==> config.mk <==
export PLATFORM = sky130hd
export DESIGN_NAME = ttl201_access_arbiter
export DESIGN_NICKNAME = d
export VERILOG_FILES = /design/src/rtl/ttl201_access_arbiter.sv
export SDC_FILE = /design/constraint.sdc
export NUM_CORES = 1
export LEC_CHECK = 0
export BUFFER_PORTS_ARGS = -buffer_cell sky130_fd_sc_hd__buf_2
export CORE_UTILIZATION = 45
export CTS_CLUSTER_SIZE = 25
export DETAILED_ROUTE_END_ITERATION = 10
export PLACE_DENSITY_LB_ADDON = 0.15
export RECOVER_POWER = 100
export SYNTH_ARGS = -nofsm -noshare
export SYNTH_HDL_FRONTEND = slang
export SYNTH_SLANG_ARGS = --single-unit
export TNS_END_PERCENT = 10
==> constraint.sdc <==
create_clock -name clk -period 2.35 [get_ports clk]
set_clock_uncertainty 0.2 [all_clocks]
set_input_delay 0.5875 -clock clk [delete_from_list [all_inputs] [get_ports clk]]
set_output_delay 0.5875 -clock clk [all_outputs]
set_load 0.005 [all_outputs]
==> src/rtl/ttl201_access_arbiter.sv <==
// rtl/ttl201_access_arbiter.sv - two-port round-robin request/ack front end for a 74x201-style RAM
// Optional power-up clear sweep of the whole RAM: define TTL201_INIT_CLEAR_EN
module ttl201_access_arbiter #(
    parameter int ADDR_WIDTH = 8,
    parameter int DATA_WIDTH = 1
) (
    input  logic                  clk,
    input  logic                  rst_n,
    input  logic                  req0_i,
    input  logic                  req1_i,
    input  logic                  we0_i,
    input  logic                  we1_i,
    input  logic [ADDR_WIDTH-1:0] addr0_i,
    input  logic [ADDR_WIDTH-1:0] addr1_i,
    input  logic [DATA_WIDTH-1:0] wdata0_i,
    input  logic [DATA_WIDTH-1:0] wdata1_i,
    output logic                  ack0_o,
    output logic                  ack1_o,
    output logic [DATA_WIDTH-1:0] rdata0_o,
    output logic [DATA_WIDTH-1:0] rdata1_o,
    output logic                  busy_o,
    output logic                  ram_s_n_o,
    output logic                  ram_r_w_o,
    output logic [ADDR_WIDTH-1:0] ram_a_o,
    output logic [DATA_WIDTH-1:0] ram_d_o,
    input  logic [DATA_WIDTH-1:0] ram_q_n_i
);

    typedef enum logic [1:0] {ST_IDLE, ST_ISSUE, ST_DONE, ST_CLEAR} state_t;

`ifdef TTL201_INIT_CLEAR_EN
    localparam state_t RST_STATE = ST_CLEAR;
    localparam logic   RST_BUSY  = 1'b1;
    logic [ADDR_WIDTH:0] clr_cnt_q, clr_cnt_d;
`else
    localparam state_t RST_STATE = ST_IDLE;
    localparam logic   RST_BUSY  = 1'b0;
`endif

    state_t                state_q, state_d;
    logic                  prio_q, prio_d;   // 1: requester 1 wins a tie
    logic                  gnt_q, gnt_d;
    logic                  rd_q, rd_d;
    logic                  s_n_q, s_n_d;
    logic                  rw_q, rw_d;
    logic [ADDR_WIDTH-1:0] a_q, a_d;
    logic [DATA_WIDTH-1:0] d_q, d_d;
    logic                  ack0_q, ack0_d;
    logic                  ack1_q, ack1_d;
    logic [DATA_WIDTH-1:0] rdata0_q, rdata0_d;
    logic [DATA_WIDTH-1:0] rdata1_q, rdata1_d;
    logic                  busy_q, busy_d;

    logic                  elig0, elig1, pick, pick_we;
    logic [ADDR_WIDTH-1:0] pick_addr;
    logic [DATA_WIDTH-1:0] pick_wdata;

    // A requester whose ack is showing is skipped so its trailing req is not re-granted.
    assign elig0      = req0_i & ~ack0_q;
    assign elig1      = req1_i & ~ack1_q;
    assign pick       = (elig0 & elig1) ? prio_q : elig1;
    assign pick_we    = pick ? we1_i : we0_i;
    assign pick_addr  = pick ? addr1_i : addr0_i;
    assign pick_wdata = pick ? wdata1_i : wdata0_i;

    always_comb begin
        state_d  = state_q;
        prio_d   = prio_q;
        gnt_d    = gnt_q;
        rd_d     = rd_q;
        s_n_d    = s_n_q;
        rw_d     = rw_q;
        a_d      = a_q;
        d_d      = d_q;
        ack0_d   = 1'b0;
        ack1_d   = 1'b0;
        rdata0_d = rdata0_q;
        rdata1_d = rdata1_q;
        busy_d   = busy_q;
`ifdef TTL201_INIT_CLEAR_EN
        clr_cnt_d = clr_cnt_q;
`endif
        case (state_q)
            ST_IDLE: begin
                if (elig0 | elig1) begin
                    gnt_d   = pick;
                    prio_d  = ~pick;
                    rd_d    = ~pick_we;
                    s_n_d   = 1'b0;
                    rw_d    = ~pick_we;
                    a_d     = pick_addr;
                    d_d     = pick_we ? pick_wdata : '0;
                    busy_d  = 1'b1;
                    state_d = ST_ISSUE;
                end
            end
            ST_ISSUE: begin
                s_n_d   = 1'b1;
                rw_d    = 1'b1;
                state_d = ST_DONE;
            end
            ST_DONE: begin
                if (gnt_q) begin
                    ack1_d = 1'b1;
                    if (rd_q) rdata1_d = ~ram_q_n_i;
                end else begin
                    ack0_d = 1'b1;
                    if (rd_q) rdata0_d = ~ram_q_n_i;
                end
                busy_d  = 1'b0;
                state_d = ST_IDLE;
            end
            default: begin
`ifdef TTL201_INIT_CLEAR_EN
                if (!clr_cnt_q[ADDR_WIDTH]) begin
                    s_n_d     = 1'b0;
                    rw_d      = 1'b0;
                    a_d       = clr_cnt_q[ADDR_WIDTH-1:0];
                    d_d       = '0;
                    clr_cnt_d = clr_cnt_q + (ADDR_WIDTH+1)'(1);
                end else begin
                    s_n_d   = 1'b1;
                    rw_d    = 1'b1;
                    a_d     = '0;
                    busy_d  = 1'b0;
                    state_d = ST_IDLE;
                end
`else
                state_d = ST_IDLE;
`endif
            end
        endcase
    end

    always_ff @(posedge clk or negedge rst_n) begin
        if (!rst_n) begin
            state_q  <= RST_STATE;
            prio_q   <= 1'b0;
            gnt_q    <= 1'b0;
            rd_q     <= 1'b0;
            s_n_q    <= 1'b1;
            rw_q     <= 1'b1;
            a_q      <= '0;
            d_q      <= '0;
            ack0_q   <= 1'b0;
            ack1_q   <= 1'b0;
            rdata0_q <= '0;
            rdata1_q <= '0;
            busy_q   <= RST_BUSY;
`ifdef TTL201_INIT_CLEAR_EN
            clr_cnt_q <= '0;
`endif
        end else begin
            state_q  <= state_d;
            prio_q   <= prio_d;
            gnt_q    <= gnt_d;
            rd_q     <= rd_d;
            s_n_q    <= s_n_d;
            rw_q     <= rw_d;
            a_q      <= a_d;
            d_q      <= d_d;
            ack0_q   <= ack0_d;
            ack1_q   <= ack1_d;
            rdata0_q <= rdata0_d;
            rdata1_q <= rdata1_d;
            busy_q   <= busy_d;
`ifdef TTL201_INIT_CLEAR_EN
            clr_cnt_q <= clr_cnt_d;
`endif
        end
    end

    assign ack0_o    = ack0_q;
    assign ack1_o    = ack1_q;
    assign rdata0_o  = rdata0_q;
    assign rdata1_o  = rdata1_q;
    assign busy_o    = busy_q;
    assign ram_s_n_o = s_n_q;
    assign ram_r_w_o = rw_q;
    assign ram_a_o   = a_q;
    assign ram_d_o   = d_q;

endmodule

== Yosys cells after proc, flatten, opt, wreduce, memory -nomap -nowiden ==
Cells that the tools add are included.
Word-level totals
  bits in registers: 21
  word-level logic and storage cells: 51
  output and inout bits: 16
  bits of input ports: 25
Operators by class
  muxes and demuxes: 17
  equal/unequal tests: 3
  reduce and logical (&&, ||, !) cells: 8
  bitwise logic cells: 10
Operators with widths (number)
  two-way mux 1 bit: 11
  two-way mux 8 bit: 1
  inverter 1 bit: 6
  case mux 1 bit (2 select lines): 3
  AND reduction 2 bit: 3
  AND reduction 3 bit: 2
  case mux 2 bit (2 select lines): 1
  nonzero test 2 bit: 2
  bitwise AND 1 bit: 3
  == test 2 x 1 -> 1 bit (second input constant): 1
  == test 2 bit (second input constant): 1
  logical NOT 2 bit: 1
  two-way mux 2 bit: 1
  inequality test 2 bit (second input constant): 1
  OR 1 bit: 1

== Depth between registers and ports, before layout ==
  depth after elaboration: 8
  depth in mapped cells: 5
  mapped depth without buffers: 5

== Worst setup path before layout ==
Ideal clock, no wire load.
  kind: input to register
  start point: in req0_i
  end point: reg d_q, in the netlist ram_d_o
  cell stages on the path: 5
  arrival time: 1.720 ns
  path buffers: 1
  setup time: 0.121 ns
  data required time: 2.029 ns
  setup slack: 0.309 ns
  path through: or3b_4 -> and2_4 -> buf_6 -> mux2_4 -> a22o_1
Between the ends
  cells in the longest elaborated chain, start to end: 5
  elaborated cells between the ends (all ways): 8
  classes of those cells: mux: 4; bitwise: 3; reduce/logical: 1
RTL lines
  from (decl): RTL line 9  | input logic req0_i,
  bitwise AND 1 bit (*): RTL line 59  | assign elig0 = req0_i & ~ack0_q;
  bitwise AND 1 bit: RTL line 61  | assign pick = (elig0 & elig1) ? prio_q : elig1;
  two-way mux 1 bit: RTL line 61
  two-way mux 1 bit, on equally long branches: RTL line 64, 62
  two-way mux 1 bit: RTL line 92  | d_d = pick_we ? pick_wdata : '0;
  to (signal assigned): RTL line 144  | d_q <= '0;
  to (signal assigned): RTL line 161  | d_q <= d_d;
  to (decl): RTL line 47  | logic [DATA_WIDTH-1:0] d_q, d_d;
Mark *: on every way between the ends. The rest lies on a longest branch, timed or not.
A chain may end at the register's enable or synchronous reset.

== Worst setup path in the final report ==
  start point: reg prio_q
  end point: reg d_q, in the netlist ram_d_o
Between the ends
  cells in the longest elaborated chain, start to end: 3
  elaborated cells between the ends (all ways): 4
  classes of those cells: mux: 4
RTL lines
  from (decl): RTL line 41  | logic prio_q, prio_d;
  from (signal assigned): RTL line 155  | prio_q <= prio_d;
  two-way mux 1 bit (*): RTL line 61
  two-way mux 1 bit, on equally long branches: RTL line 64, 62
  two-way mux 1 bit (*): RTL line 92
Marks and branches as above.

==> qor.txt <==
Synth Area per Inst - 10.9 sq um
Synth area leaders - dfrtp_1 (53%), mux2i_1 (10%), nand2_1 (7.5%)
Leakage - 0.588 nW
# resized after CTS - 0
1st-iter DRT viols - 4
final setup violation count - 0
CTS Hold Bufs - 0
Max-slew headroom - 0.282
WS Path Type - reg -> reg
H-Tree Depth - 1
DRC viols - 0
Detailed Place HPWL - 1250 um
final hold vios - 0
Max-cap violations - 0
post-synthesis sequential area ratio - 0.586
period utilization - 0.858
CTS Buf Count - 3
final net count - 151
number of global-route vias before repair - 559
PortBufs - 40
vias per inst - 4.73
slowest cell delay on critical path - 400 ps
most area-hungry cell type in the Yosys netlist - dfrtp_1
run status - finished, final reports clean
register bit total from synthesis - 21
Pwr Density - 1130 nW/um^2
Netlist cell types - 22
WL/cell - 10.8 um
CP Cell Sequence - or3b_4 > and2_1 > mux2_4 > a22o_1
GR Overflow Total - 0
crit end category - register
area grow syn2layout - 25.4%
fillcell total - 178
yosys warns - 0
Register Area - 528 sq um
clock sink count - 21
CTS Root Cell - clkbuf_4
Crit path required time - 2340 ps
gpl congestion - 0.737
layout cells sized above 1 - 0.296
FMAX - 496 MHz
n_diodes - 0
Critical Path Slowest Stage Cell - dfrtp_1
Placed Area - 1120 sq um
critical path arrival - 2010 ps
Finished Cell Area - 1130 sq um
Synth Net Count - 108
die area - 2180 sq um
num ports - 41
initial antenna violation count - 0
worst-margin pin slew - 1080 ps
TNS Setup - 0 ps
Die H - 46.7 um
Max VDD drop - 0.000588 V
critical-path maximum fanout - 10
GRT Total Usage - 0.170
Syn Inst Count - 83
largest net degree at the start of global routing - 22
multi-input logic area - 340 sq um
core area - 1800 sq um
Initial Util - 0.500
std cell rows - 15
CTS tree - built
Routed Antenna Nets - 0
Slew Limit Fails - 0
global-route wire length before repair - 2520 um
final worst path period need - 2020 ps
Syn Std Cell Area - 901 sq um
clk slew on worst S/H paths - 110 ps
DRT Pass-1 Iters - 2
Setup Fix Bufs, Post-CTS - 0
Yosys top cell area share - 0.528
Die W - 46.7 um
worst hold path type - in -> async
worst-skew pair later-pin latency - 290 ps
Worst setup SP type - register
clk buf depth - 2
RSZ-0062 raised after global routing - no
vias - 709
Routed WL - 1620 um
==> area by class of cell <==
class | instances | share of cell area
clock buffers | 4 | 0.0233
inverters | 3 | 0.00997
repair buffers | 41 | 0.171
multi-input cells | 56 | 0.301
well taps | 25 | 0.0277
flip-flops and latches | 21 | 0.467
==> logic make-up (layout without fill, tap and decap cells) <==
kind of cell | after synthesis | after routing | synth area share
muxes | 10 | 10 | 0.117
buffers and inverters | 6 | 48 | 0.0333
DFF | 21 | 21 | 0.586
AOI/OAI and AO/OA | 15 | 15 | 0.100
and+or+nand+nor | 31 | 31 | 0.164
==> per-layer routing <==
metal | up-vias | wire, um | GRT usage
li1 | 358 | - | -
met5 | - | 0 | 0
met1 | 324 | 778 | 0.229
met3 | 2 | 82 | 0.0346
met2 | 25 | 742 | 0.264
met4 | 0 | 18 | 0.0857
==> cells in the final DEF, fill, tap and decap left out, types with 2 or more instances in the layout <==
cell type / count
o21ai_0: 10
buf_2: 28
clkbuf_4: 3
clkbuf_1: 13
nand2_1: 18
nor2_1: 4
dfrtp_1: 19
mux2i_1: 9
nand2b_1: 4
dfstp_2: 2
inv_1: 3
==> report_power, final <==
group	internal, mW	switching, mW
Clock	0.0659	0.101
Sequential	0.535	0.0926
Combinational	0.224	0.259
==> state kept, by name (all words and copies together) (netlist names) <==
| register | flops |
|---|---|
| ram_d_o | 1 |
| rdata0_o | 1 |
| busy_o | 1 |
| rdata1_o | 1 |
| rd_q | 1 |
| ram_s_n_o | 1 |
| ram_a_o | 8 |
| ram_r_w_o | 1 |
| prio_q | 1 |
| gnt_q | 1 |
| ack0_o | 1 |
| state_q | 2 |
| ack1_o | 1 |
==> through the flow <==
stage | power (mW) | std cells | util | hold slack [ps] | worst slack (ps)
2_1_floorplan | 0.942 | 83 | - | 91.9 | 309
3_3_place_gp | 1.13 | 146 | 0.622 | 247 | 262
3_5_place_dp | 1.16 | 146 | 0.622 | 253 | 251
4_1_cts | 1.32 | 150 | 0.637 | 38.7 | 510
5_1_grt | 1.40 | 150 | 0.627 | 288 | 227
6_report | 1.28 | 150 | 0.627 | 260 | 334
==> worst max-delay path, delay by kind of cell, from the launching register on <==
family | cells | cell delay, ps
AOI/OAI and AO/OA | 1 | 190
DFF | 1 | 400
and+or+nand+nor | 2 | 760
muxes | 1 | 370
==> final timing paths <==
| check | from | endpoint | slack, ps | depth (start not counted) |
|---|---|---|---|---|
| hold / removal | rst_n | ack0_o | 260 | 1 |
| min in group clk | ram_s_n_o | ram_s_n_o | 270 | 2 |
| setup / recovery | prio_q | ram_d_o | 330 | 4 |
| max in group asynchronous | rst_n | gnt_q | 1050 | 1 |
| hold reg to reg | ram_s_n_o | ram_s_n_o | 270 | 2 |
| setup reg to reg | prio_q | ram_d_o | 330 | 4 |
==> Yosys cell counts <==
| cell type | number |
|---|---|
| mux2i_1 | 9 |
| inv_2 | 1 |
| clkbuf_1 | 2 |
| a21bo_2 | 1 |
| buf_6 | 1 |
| nand3_1 | 1 |
| nor2_1 | 4 |
| mux2_4 | 1 |
| and3b_1 | 1 |
| or3b_4 | 1 |
| a21oi_1 | 1 |
| nor2b_1 | 1 |
| o21ai_0 | 10 |
| o21a_1 | 1 |
| dfstp_2 | 2 |
| nand2b_1 | 4 |
| a211o_1 | 1 |
| and2_4 | 1 |
| inv_1 | 2 |
| nand2_1 | 18 |
| a22o_1 | 1 |
| dfrtp_1 | 19 |
(Power assumes the default switching activity.)
